--- config.mk ---
export PLATFORM = sky130hd
export DESIGN_NAME = stream_mux
export DESIGN_NICKNAME = d
export VERILOG_FILES = /design/src/rtl/mux_pkg.sv /design/src/rtl/rr_arbiter.sv /design/src/rtl/stream_mux.sv
export SDC_FILE = /design/constraint.sdc
export NUM_CORES = 1
export LEC_CHECK = 0
export BUFFER_PORTS_ARGS = -buffer_cell sky130_fd_sc_hd__buf_2
export CAP_MARGIN = 30
export CORE_MARGIN = 8
export CORE_UTILIZATION = 40
export DETAILED_ROUTE_END_ITERATION = 10
export GPL_TIMING_DRIVEN = 0
export PLACE_DENSITY = 0.74
export SLEW_MARGIN = 20
export SYNTH_ARGS = -nofsm -noshare
export SYNTH_HDL_FRONTEND = slang
export SYNTH_SLANG_ARGS = --single-unit
--- constraint.sdc ---
create_clock -name clk -period 6.52 [get_ports clk]
set_input_delay 1.304 -clock clk [delete_from_list [all_inputs] [get_ports clk]]
set_output_delay 1.304 -clock clk [all_outputs]
set_load 0.005 [all_outputs]
--- src/rtl/mux_pkg.sv ---
// rtl/mux_pkg.sv - shared enums for the stream multiplexer
package mux_pkg;

    typedef enum logic {
        MUX_FIXED = 1'b0,
        MUX_RR    = 1'b1
    } mux_mode_e;

    typedef enum logic {
        IDLE   = 1'b0,
        LOCKED = 1'b1
    } lock_state_e;

endpackage

--- src/rtl/rr_arbiter.sv ---
// rtl/rr_arbiter.sv - round-robin request picker starting at a priority pointer
module rr_arbiter #(
    parameter  int NUM_CH = 4,
    localparam int IDX_W  = $clog2(NUM_CH)
) (
    input  logic [NUM_CH-1:0] req_i,
    input  logic [IDX_W-1:0]  ptr_i,
    output logic [NUM_CH-1:0] grant_o,
    output logic [IDX_W-1:0]  idx_o,
    output logic              valid_o
);

    int               c;
    logic [IDX_W-1:0] c_idx;

    // Scan upward from the pointer with wrap-around and take the first requester.
    always_comb begin
        grant_o = '0;
        idx_o   = '0;
        valid_o = 1'b0;
        c       = 0;
        c_idx   = '0;
        for (int i = 0; i < NUM_CH; i++) begin
            c     = (int'(ptr_i) + i) % NUM_CH;
            c_idx = c[IDX_W-1:0];
            if (!valid_o && req_i[c_idx]) begin
                valid_o        = 1'b1;
                idx_o          = c_idx;
                grant_o[c_idx] = 1'b1;
            end
        end
    end

endmodule

--- src/rtl/stream_mux.sv ---
// rtl/stream_mux.sv - packet-aware N:1 stream multiplexer with registered output
module stream_mux
    import mux_pkg::*;
#(
    parameter  int        DATA_WIDTH = 32,
    parameter  int        NUM_CH     = 4,
    parameter  mux_mode_e MODE       = MUX_RR,
    localparam int        IDX_W      = $clog2(NUM_CH)
) (
    input  logic                         clk,
    input  logic                         rst_n,
    input  logic [IDX_W-1:0]             sel,
    input  logic [NUM_CH-1:0]            in_valid,
    input  logic [NUM_CH*DATA_WIDTH-1:0] in_data,
    input  logic [NUM_CH-1:0]            in_last,
    output logic [NUM_CH-1:0]            in_ready,
    output logic                         out_valid,
    output logic [DATA_WIDTH-1:0]        out_data,
    output logic                         out_last,
    output logic [IDX_W-1:0]             out_ch,
    input  logic                         out_ready
);

    lock_state_e           state_q, state_d;
    logic [IDX_W-1:0]      lock_ch_q, lock_ch_d;
    logic [IDX_W-1:0]      ptr_q, ptr_d;
    logic                  out_valid_q, out_valid_d;
    logic [DATA_WIDTH-1:0] out_data_q, out_data_d;
    logic                  out_last_q, out_last_d;
    logic [IDX_W-1:0]      out_ch_q, out_ch_d;

    logic [NUM_CH-1:0]     rr_grant;
    logic [IDX_W-1:0]      rr_idx;
    logic                  rr_vld;

    logic [IDX_W-1:0]      grant_idx;
    logic [NUM_CH-1:0]     grant_oh;
    logic                  grant_vld;
    logic                  can_load;
    logic                  xfer;
    logic [DATA_WIDTH-1:0] sel_data;

    if (MODE == MUX_RR) begin : g_rr
        rr_arbiter #(.NUM_CH(NUM_CH)) u_rr (
            .req_i   (in_valid),
            .ptr_i   (ptr_q),
            .grant_o (rr_grant),
            .idx_o   (rr_idx),
            .valid_o (rr_vld)
        );
    end else begin : g_fixed
        assign rr_grant = '0;
        assign rr_idx   = '0;
        assign rr_vld   = 1'b0;
    end

    // A locked packet owns the grant; otherwise sel or the arbiter picks the channel.
    always_comb begin
        grant_idx = '0;
        grant_oh  = '0;
        grant_vld = 1'b0;
        if (state_q == LOCKED) begin
            grant_idx           = lock_ch_q;
            grant_oh[lock_ch_q] = 1'b1;
            grant_vld           = in_valid[lock_ch_q];
        end else if (MODE == MUX_FIXED) begin
            grant_idx     = sel;
            grant_oh[sel] = 1'b1;
            grant_vld     = in_valid[sel];
        end else begin
            grant_idx = rr_idx;
            grant_oh  = rr_grant;
            grant_vld = rr_vld;
        end
    end

    // Payload of the granted channel.
    always_comb begin
        sel_data = '0;
        for (int i = 0; i < NUM_CH; i++) begin
            if (grant_idx == IDX_W'(i)) begin
                sel_data = in_data[i*DATA_WIDTH +: DATA_WIDTH];
            end
        end
    end

    assign can_load = !out_valid_q || out_ready;
    assign xfer     = rst_n && grant_vld && can_load;
    assign in_ready = xfer ? grant_oh : '0;

    // Next output register contents, lock state and round-robin pointer.
    always_comb begin
        state_d     = state_q;
        lock_ch_d   = lock_ch_q;
        ptr_d       = ptr_q;
        out_valid_d = out_valid_q;
        out_data_d  = out_data_q;
        out_last_d  = out_last_q;
        out_ch_d    = out_ch_q;
        if (can_load) begin
            out_valid_d = xfer;
            if (xfer) begin
                out_data_d = sel_data;
                out_last_d = in_last[grant_idx];
                out_ch_d   = grant_idx;
            end
        end
        if (xfer) begin
            if (in_last[grant_idx]) begin
                state_d = IDLE;
                ptr_d   = (grant_idx == IDX_W'(NUM_CH - 1)) ? '0 : grant_idx + 1'b1;
            end else begin
                state_d   = LOCKED;
                lock_ch_d = grant_idx;
            end
        end
    end

    // All state registers; reset drops any lock and empties the output stage.
    always_ff @(posedge clk or negedge rst_n) begin
        if (!rst_n) begin
            state_q     <= IDLE;
            lock_ch_q   <= '0;
            ptr_q       <= '0;
            out_valid_q <= 1'b0;
            out_data_q  <= '0;
            out_last_q  <= 1'b0;
            out_ch_q    <= '0;
        end else begin
            state_q     <= state_d;
            lock_ch_q   <= lock_ch_d;
            ptr_q       <= ptr_d;
            out_valid_q <= out_valid_d;
            out_data_q  <= out_data_d;
            out_last_q  <= out_last_d;
            out_ch_q    <= out_ch_d;
        end
    end

    assign out_valid = out_valid_q;
    assign out_data  = out_data_q;
    assign out_last  = out_last_q;
    assign out_ch    = out_ch_q;

endmodule

==> results by group, run 1 <==
Synthesis
  • Post-Syn Area per Cell: 7.60 um2
  • Number of distinct library cells after synthesis: 42
  • Register area share after synthesis: a little under a third
  • #FFs+latches synth: 41
  • Syn Inst Count: ~440
  • Number of synthesized flops with an enable pin: 0
  • Count leader, synth: nand2_1
  • Syn_nets: 594
  • Yosys top cell by area: dfrtp_1
  • Ys Warns: 0
  • FFs w/ async S/R, synth: 100%
  • Mapped Area: 0.00335 mm2
  • Yosys top cell area share: a little under a third
  • Synth cell count leaders: 104 x nand2_1, 71 x o21ai_0, 41 x dfrtp_1, 38 x mux2i_1, 35 x a21oi_1
  • Synth Flop Type: dfrtp_1
  • Ranking of synthesized cells by area: dfrtp_1 31%, nand2_1 12%, mux2i_1 11%

Global routing
  • Largest net degree at the start of global routing: 43
  • Vias in the first global route: around 4k
  • Global-route wire length before repair: 19.6 mm
  • GRT overflow: 0
  • Initial antenna violation count: 1
  • Overall Global Routing Usage: about a fifth

Power
  • Switching pwr: ~0.0012 W
  • Overall Power: 0.00231 W
  • Cell Int Power: around 0.0011 W
  • Clk pwr share: 9.3%
  • Logic gate share of total power: about 72%
  • Flop pwr share: 19.3%
  • Switching share of total power: between 50% and 60%
  • Leak: 2.21 nW
  • Peak VDD IR: 0.313 mV
  • Power Dens Cells: about 500 mW/mm2

Setup path
  • Crit end category: output pin
  • Startpoint Class: input port
  • Crit path buffers/inverters: 5
  • Crit-path cells: buf_2 -> clkbuf_1 -> mux4_2 -> o221ai_1 -> nand2b_1 -> clkbuf_1 -> clkbuf_1 -> nor3_1 -> buf_2
  • Slowest cell on crit path: mux4_2
  • CP Max Fanout: 10
  • Required @ worst endpoint: roughly 5.2 ns
  • Delay-heaviest family, CP: buffers and inverters
  • Crit-path max cell delay: 0.50 ns
  • Arrival @ worst endpoint: 3.78 ns
  • Most used cell, CP: clkbuf_1
  • Setup CP Type: input port to output pin

Timing
  • Setup repair after global routing missed its margin: false
  • Setup TNS: 0 ns
  • Max Slew Vio Count: 0
  • Clock Skews: 0.0109 ns
  • Hold slack: between 0.4 and 0.5 ns
  • Slew HR: 50.8%
  • Ratio of final minimum period to clock period: approximately 78%
  • Slew of the pin with the lowest slew margin: 0.737 ns
  • Final setup margin: about 1.4 ns
  • Final setup fails: 0
  • Period minus WS final: 5.08 ns
  • Final hold violations: 0
  • Max Fclk: around 200 MHz

Final layout
  • # diodes: 0
  • Multi-input gate area: approximately 0.0021 mm2
  • Layout Utilization: a little under three fifths
  • Fin nets: a little under 800
  • Fill cells: 812
  • Area Growth Syn to Fin: 34.4%
  • FF+latch area: 0.00103 mm2
  • Share of layout cells above drive strength 1: 32.1%

CTS
  • Post-CTS setup buffers: 0
  • Clk sinks: 41
  • Post_cts resized: 0
  • Clock Path Buffers: 2
  • H-tree depth: 2
  • Clk pin slew, worst setup/hold paths: 0.08 ns
  • TritonCTS clock tree: done
  • Clock Latency Late Sink: 0.30 ns
  • # hold bufs at CTS: 0
  • CTS Root Cell: clkbuf_8
  • CTS Buf Count: 5

Routing
  • Wire length per cell: approximately 17 um
  • First drt pass iteration count: 4
  • Initial DRC Count: about 160
  • Post-route ant nets: 0
  • DR vias/cell: about 5.2
  • Final WL: 12.2 mm
  • Drc violations: 0
  • Via count: 3833

Worst hold path
  • Hold Path Class: flip-flop to flip-flop

Place
  • Place WS: 1.38 ns
  • Routability cong.: ~0.89
  • Post-DP HPWL: 9.94 mm
  • PortBufs: ~180

Outcome
  • Status: complete, no violations

Flow run
  • Maxcap violations: 0

Floorplanning
  • Initial Utilization: between 40% and 50%
  • Total Die Area: ~0.012 mm2
  • Core area: 0.00818 mm2
  • IO Pins: 181
  • Die width: roughly 110 um
  • Die H: 108 um
  • FP Rows: 33
metrics by stage:
stage,instances,area (um2)
global route,732,4510
detailed placement,723,4370
floorplan,441,3350
CTS,731,4490
finish,732,4510
global placement,723,4370
final timing paths:
kind	start	end	slack, ns	cells after the start
worst max register to register	ptr_q[1]	out_data[19]	2.01	16
worst min-delay path	out_data[6]	out_data[6]	0.48	2
min in group asynchronous	rst_n	out_data[10]	0.90	1
worst min register to register	out_data[6]	out_data[6]	0.48	2
max in group asynchronous	rst_n	out_data[22]	5.13	2
worst max-delay path	in_valid[3]	in_ready[1]	1.44	9
sequential cells by signal (all words and copies together), names as in the netlist:
| register | cells |
|---|---|
| out_data | 32 |
| lock_ch_q | 2 |
| out_ch | 2 |
| ptr_q | 2 |
| out_last | 1 |
| out_valid | 1 |
| state_q | 1 |
cell type report:
| cell class | instances | area share, % |
|---|---|---|
| Inverter | 8 | 0.666 |
| Clock inverter | 1 | 0.666 |
| Clock buffer | 7 | 1.92 |
| Timing Repair Buffer | 178 | 20.1 |
| Buffer | 38 | 3.42 |
| Sequential cell | 41 | 22.8 |
| Tap cell | 105 | 2.92 |
| Multi-Input combinational cell | 354 | 47.5 |
power groups by stage:
stage / sequential [W] / clock, W / combinational (W)
CTS: 0.000445 / 0.000219 / 0.00166
floorplan: 0.000442 / 0 / 0.00117
finish: 0.000446 / 0.000214 / 0.00165
global placement: 0.000444 / 0 / 0.00162
global route: 0.000461 / 0.000230 / 0.00187
detailed placement: 0.000450 / 0 / 0.00165
placed cells by master (no fill, tap or decap), types with 2 or more instances in the layout:
cell type / n
inv_1: 8
mux4_2: 4
nand2_1: 104
a221oi_1: 4
a21oi_1: 35
dfrtp_1: 41
nor2b_1: 6
a211oi_1: 4
buf_1: 6
mux2i_1: 38
ha_1: 12
clkbuf_1: 29
a221o_1: 4
o21ai_0: 71
buf_2: 180
nand3b_1: 2
o21ai_1: 4
nor3_1: 5
nor3b_1: 2
clkbuf_8: 6
nor2_1: 34
nand2b_1: 4
and3b_1: 2
worst min-delay path: cells and delay by family, from the launching register on:
| kind | cells | cell delay [ns] |
|---|---|---|
| flip-flops | 1 | 0.34 |
| AO/OA/AOI/OAI | 1 | 0.06 |
| AND/OR/NAND/NOR | 1 | 0.04 |
cell families (layout without fill, tap and decap cells):
group / after synthesis / count (layout) / share of synthesized area, %
AO/OA/AOI/OAI: 133 / 133 / 23.3
adder cells (fa/ha/maj): 12 / 12 / 4.48
buffers and inverters: 46 / 232 / 5.49
flip-flops: 41 / 41 / 30.6
multiplexers: 43 / 43 / 14.5
AND/OR/NAND/NOR: 166 / 166 / 21.6
metal layers:
metal | vias up | share of wire (%) | wire [um] | global-route usage [%]
li1 | 1893 | - | - | -
met1 | 1752 | 41 | 5000 | 24.4
met2 | 166 | 49 | 5940 | 34.9
met3 | 20 | 7.9 | 958 | 6.41
met4 | 2 | 2.1 | 252 | 5.85
met5 | - | 0.066 | 8 | 0
Note: power is estimated with default switching activity, not from simulation.
==> run 2, diff against run 1 <==
PLACE_DENSITY = 0.77   (was 0.74)
clock period = 4.3 ns   (was 6.52 ns; I/O delays follow)
==> run 2 against run 1 <==
  * Worst hold slack gained 0.0022 ns
  * Highest routed layer is now met4
  * Routed wire length grew 1.8%
  * Power grew 53%
  * Sequential power grew 53%
  * Flip-flop and latch count is the same
  * Largest power group unchanged
  * Clock-buffer cell count shrank 2
  * Die area is the same
  * Final cell count shrank 0.14%
  * Register-to-register slack lost 1.8 ns
  * Via count grew 0.29%
==> results by group, run 2 (synthesized netlist as in run 1, its figures left out) <==
Outcome
  • Status: complete, no violations (unchanged)

Power
  • Overall Power: 0.00353 W (was 0.00231 W)
  • Leak: 2.25 nW (was 2.21 nW)
  • Switching pwr: 0.00183 W (was 0.00117 W)
  • Switching share of total power: 51.6% (was 50.6%)
  • Power Dens Cells: 783 mW/mm2 (was 513 mW/mm2)
  • Logic gate share of total power: 73.6% (was 71.5%)
  • Clk pwr share: 7.0% (was 9.3%)
  • Flop pwr share: 19.3% (about the same)
  • Peak VDD IR: 0.566 mV (was 0.313 mV)
  • Cell Int Power: 0.00171 W (was 0.00114 W)

Global routing
  • Overall Global Routing Usage: 20.7% (was 20.6%)
  • Vias in the first global route: 4082 (was 3981)
  • Initial antenna violation count: 0 (was 1)
  • GR Util met1: 24.0% (was 24.4%)
  • Global-route wire length before repair: 19.7 mm (was 19.6 mm)
  • GR Layer Usage met2: 35.9% (was 34.9%)
  • GRT overflow: 0 (unchanged)
  • Largest net degree at the start of global routing: 43 (unchanged)
  • Most Crowded Layer GR: met2 (unchanged)
  • GR Layer Usage met3: 6.05% (was 6.41%)

CTS
  • CTS Buf Count: 5 (unchanged)
  • CTS Root Cell: clkbuf_8 (unchanged)
  • Clk sinks: 41 (unchanged)
  • Clock Path Buffers: 2 (unchanged)
  • Clk pin slew, worst setup/hold paths: 0.08 ns (about the same)
  • Clock Latency Late Sink: 0.29 ns (was 0.30 ns)
  • H-tree depth: 2 (unchanged)
  • TritonCTS clock tree: done (unchanged)
  • # hold bufs at CTS: 0 (unchanged)

Floorplanning
  • Die width: 108 um (unchanged)
  • FP Rows: 33 (unchanged)
  • Total Die Area: 0.0116 mm2 (unchanged)
  • Die H: 108 um (unchanged)
  • IO Pins: 181 (unchanged)
  • Core area: 0.00818 mm2 (unchanged)
  • Initial Utilization: 41.0% (unchanged)

Worst hold path
  • WHS Endpoint: out_data[16] (was out_data[6])
  • Hold_sp: out_data[16] (was out_data[6])
  • WHS Path Cells: 2 (unchanged)
  • Hold Path Class: flip-flop to flip-flop (unchanged)

Setup path
  • Reg-to-Reg End: out_data[31] (was out_data[19])
  • Flop2flop setup slack: 0.22 ns (was 2.01 ns)
  • Required @ worst endpoint: 3.44 ns (was 5.22 ns)
  • CP startpoint: in_valid[3] (unchanged)
  • Setup CP Type: input port to output pin (unchanged)
  • Reg-to-reg critical path startpoint: ptr_q[0] (was ptr_q[1])
  • Cell count along the critical path: 9 (unchanged)
  • Crit path buffers/inverters: 5 (unchanged)
  • R2R cell count: 17 (was 16)
  • Delay-heaviest family, CP: buffers and inverters (unchanged)
  • Startpoint Class: input port (unchanged)
  • Arrival @ worst endpoint: 3.22 ns (was 3.78 ns)
  • Crit end category: output pin (unchanged)
  • CP Max Fanout: 10 (unchanged)
  • Crit-path cells: buf_2 -> clkbuf_1 -> mux4_2 -> o221ai_1 -> nand2b_1 -> clkbuf_1 -> clkbuf_2 -> a211oi_1 -> buf_2 (was buf_2 -> clkbuf_1 -> mux4_2 -> o221ai_1 -> nand2b_1 -> clkbuf_1 -> clkbuf_1 -> nor3_1 -> buf_2)
  • Crit-path max cell delay: 0.51 ns (was 0.50 ns)
  • Slowest cell on crit path: mux4_2 (unchanged)

Flow run
  • Maxcap violations: 0 (unchanged)

Routing
  • Wire length per cell: 16.9 um (was 16.6 um)
  • Drc violations: 0 (unchanged)
  • Final WL: 12.4 mm (was 12.2 mm)
  • DR vias/cell: 5.26 (was 5.24)
  • Initial DRC Count: 146 (was 161)
  • First drt pass iteration count: 4 (unchanged)
  • Post-route ant nets: 0 (unchanged)
  • Via count: 3844 (was 3833)

Timing
  • Max Slew Vio Count: 0 (unchanged)
  • Clock Skews: 0.00623 ns (was 0.0109 ns)
  • Max Fclk: 245 MHz
  • Final setup fails: 0 (unchanged)
  • Period minus WS final: 4.08 ns
  • Hold slack: 0.482 ns (was 0.480 ns)
  • Final hold violations: 0 (unchanged)
  • Setup TNS: 0 ns (unchanged)
  • Ratio of final minimum period to clock period: 94.9%
  • Slew of the pin with the lowest slew margin: 0.486 ns (was 0.737 ns)
  • Slew HR: 67.6% (was 50.8%)

Place
  • Placed Cells: 723 (unchanged)
  • Post-DP HPWL: 10.1 mm (was 9.94 mm)
  • PortBufs: 177 (unchanged)
  • Area post-placement: 0.00437 mm2 (unchanged)
  • Routability cong.: 0.893 (was 0.892)

Final layout
  • Share of layout cells above drive strength 1: 35.6% (was 32.1%)
  • Post-route cell area: 0.00452 mm2 (was 0.00451 mm2)
  • Area Growth Syn to Fin: 34.8% (was 34.4%)
  • Non-Filler Instances: 731 (was 732)
  • Fin nets: 778 (was 779)
  • Commonest non-fill, non-tap cell in the layout: buf_2 (unchanged)
  • Commonest cells after routing, fill and taps aside: 183 x buf_2, 104 x nand2_1, 71 x o21ai_0, 40 x dfrtp_1, 38 x mux2i_1 (was 180 x buf_2, 104 x nand2_1, 71 x o21ai_0, 41 x dfrtp_1, 38 x mux2i_1)
  • Fill cells: 828 (was 812)
  • Max reg flops: 32 (unchanged)
  • # diodes: 0 (unchanged)
run 2: cell count changes in the layout (fill, tap and decap cells not counted), moves of 2 or more:
cell,change
clkbuf_1,-13
clkbuf_2,+12
buf_1,-6
buf_2,+3
clkinv_2,+2
ha_1,-2
ha_2,+2
run 2: final cells by class:
cell class,instances,area (um2),share of cell area [%]
Multi-Input combinational cell,354,2150,47.6
Sequential cell,41,1030,22.7
Timing Repair Buffer,179,921,20.4
Buffer,36,169,3.74
Tap cell,105,131,2.91
Clock buffer,5,68.8,1.52
Inverter,8,30.0,0.665
Clock inverter,3,17.5,0.388
run 2: metal layers:
metal  up-vias  share of wire [%]
met5         -                  0
met4         0                2.3
met3        21                7.0
met2       149                 50
met1      1773                 40
li1       1901                  -
run 2: timing repair:
item / in CTS / in global routing
pin swaps: 0 / 1
setup endpoints to repair: 32 / 35
resized for setup: 5 / 25
buffers inserted: 0 / 1
run 2: power by group through the flow:
stage                     registers [W]  clock network [W]  logic, W
after CTS                      0.000681           0.000251   0.00254
after global routing           0.000704           0.000265   0.00292
final                          0.000684           0.000248   0.00260
after floorplan                0.000670                  0   0.00177
after detailed placement       0.000688                  0   0.00253
after global placement         0.000680                  0   0.00245
run 2: tightest hold or removal path: stages, from the launching register on:
cell     delay [ns]
dfrtp_1        0.34
nand2_1        0.05
o21ai_0        0.06
run 2: worst max path at each step:
stage | to | slack (ns)
3_3_place_gp | out_data[19] | -0.10
6_report | in_ready[3] | 0.22
2_1_floorplan | out_data[0] | 0.69
4_1_cts | out_data[12] | 0.006
5_1_grt | out_data[19] | -0.04
3_5_place_dp | out_data[12] | -0.26
run 2: stage by stage:
stage | setup slack, ns | util [%]
2_1_floorplan | 0.686 | -
3_3_place_gp | -0.100 | 53.4
3_5_place_dp | -0.263 | 53.4
4_1_cts | 0.00596 | 54.5
5_1_grt | -0.0394 | 55.2
6_report | 0.221 | 55.2
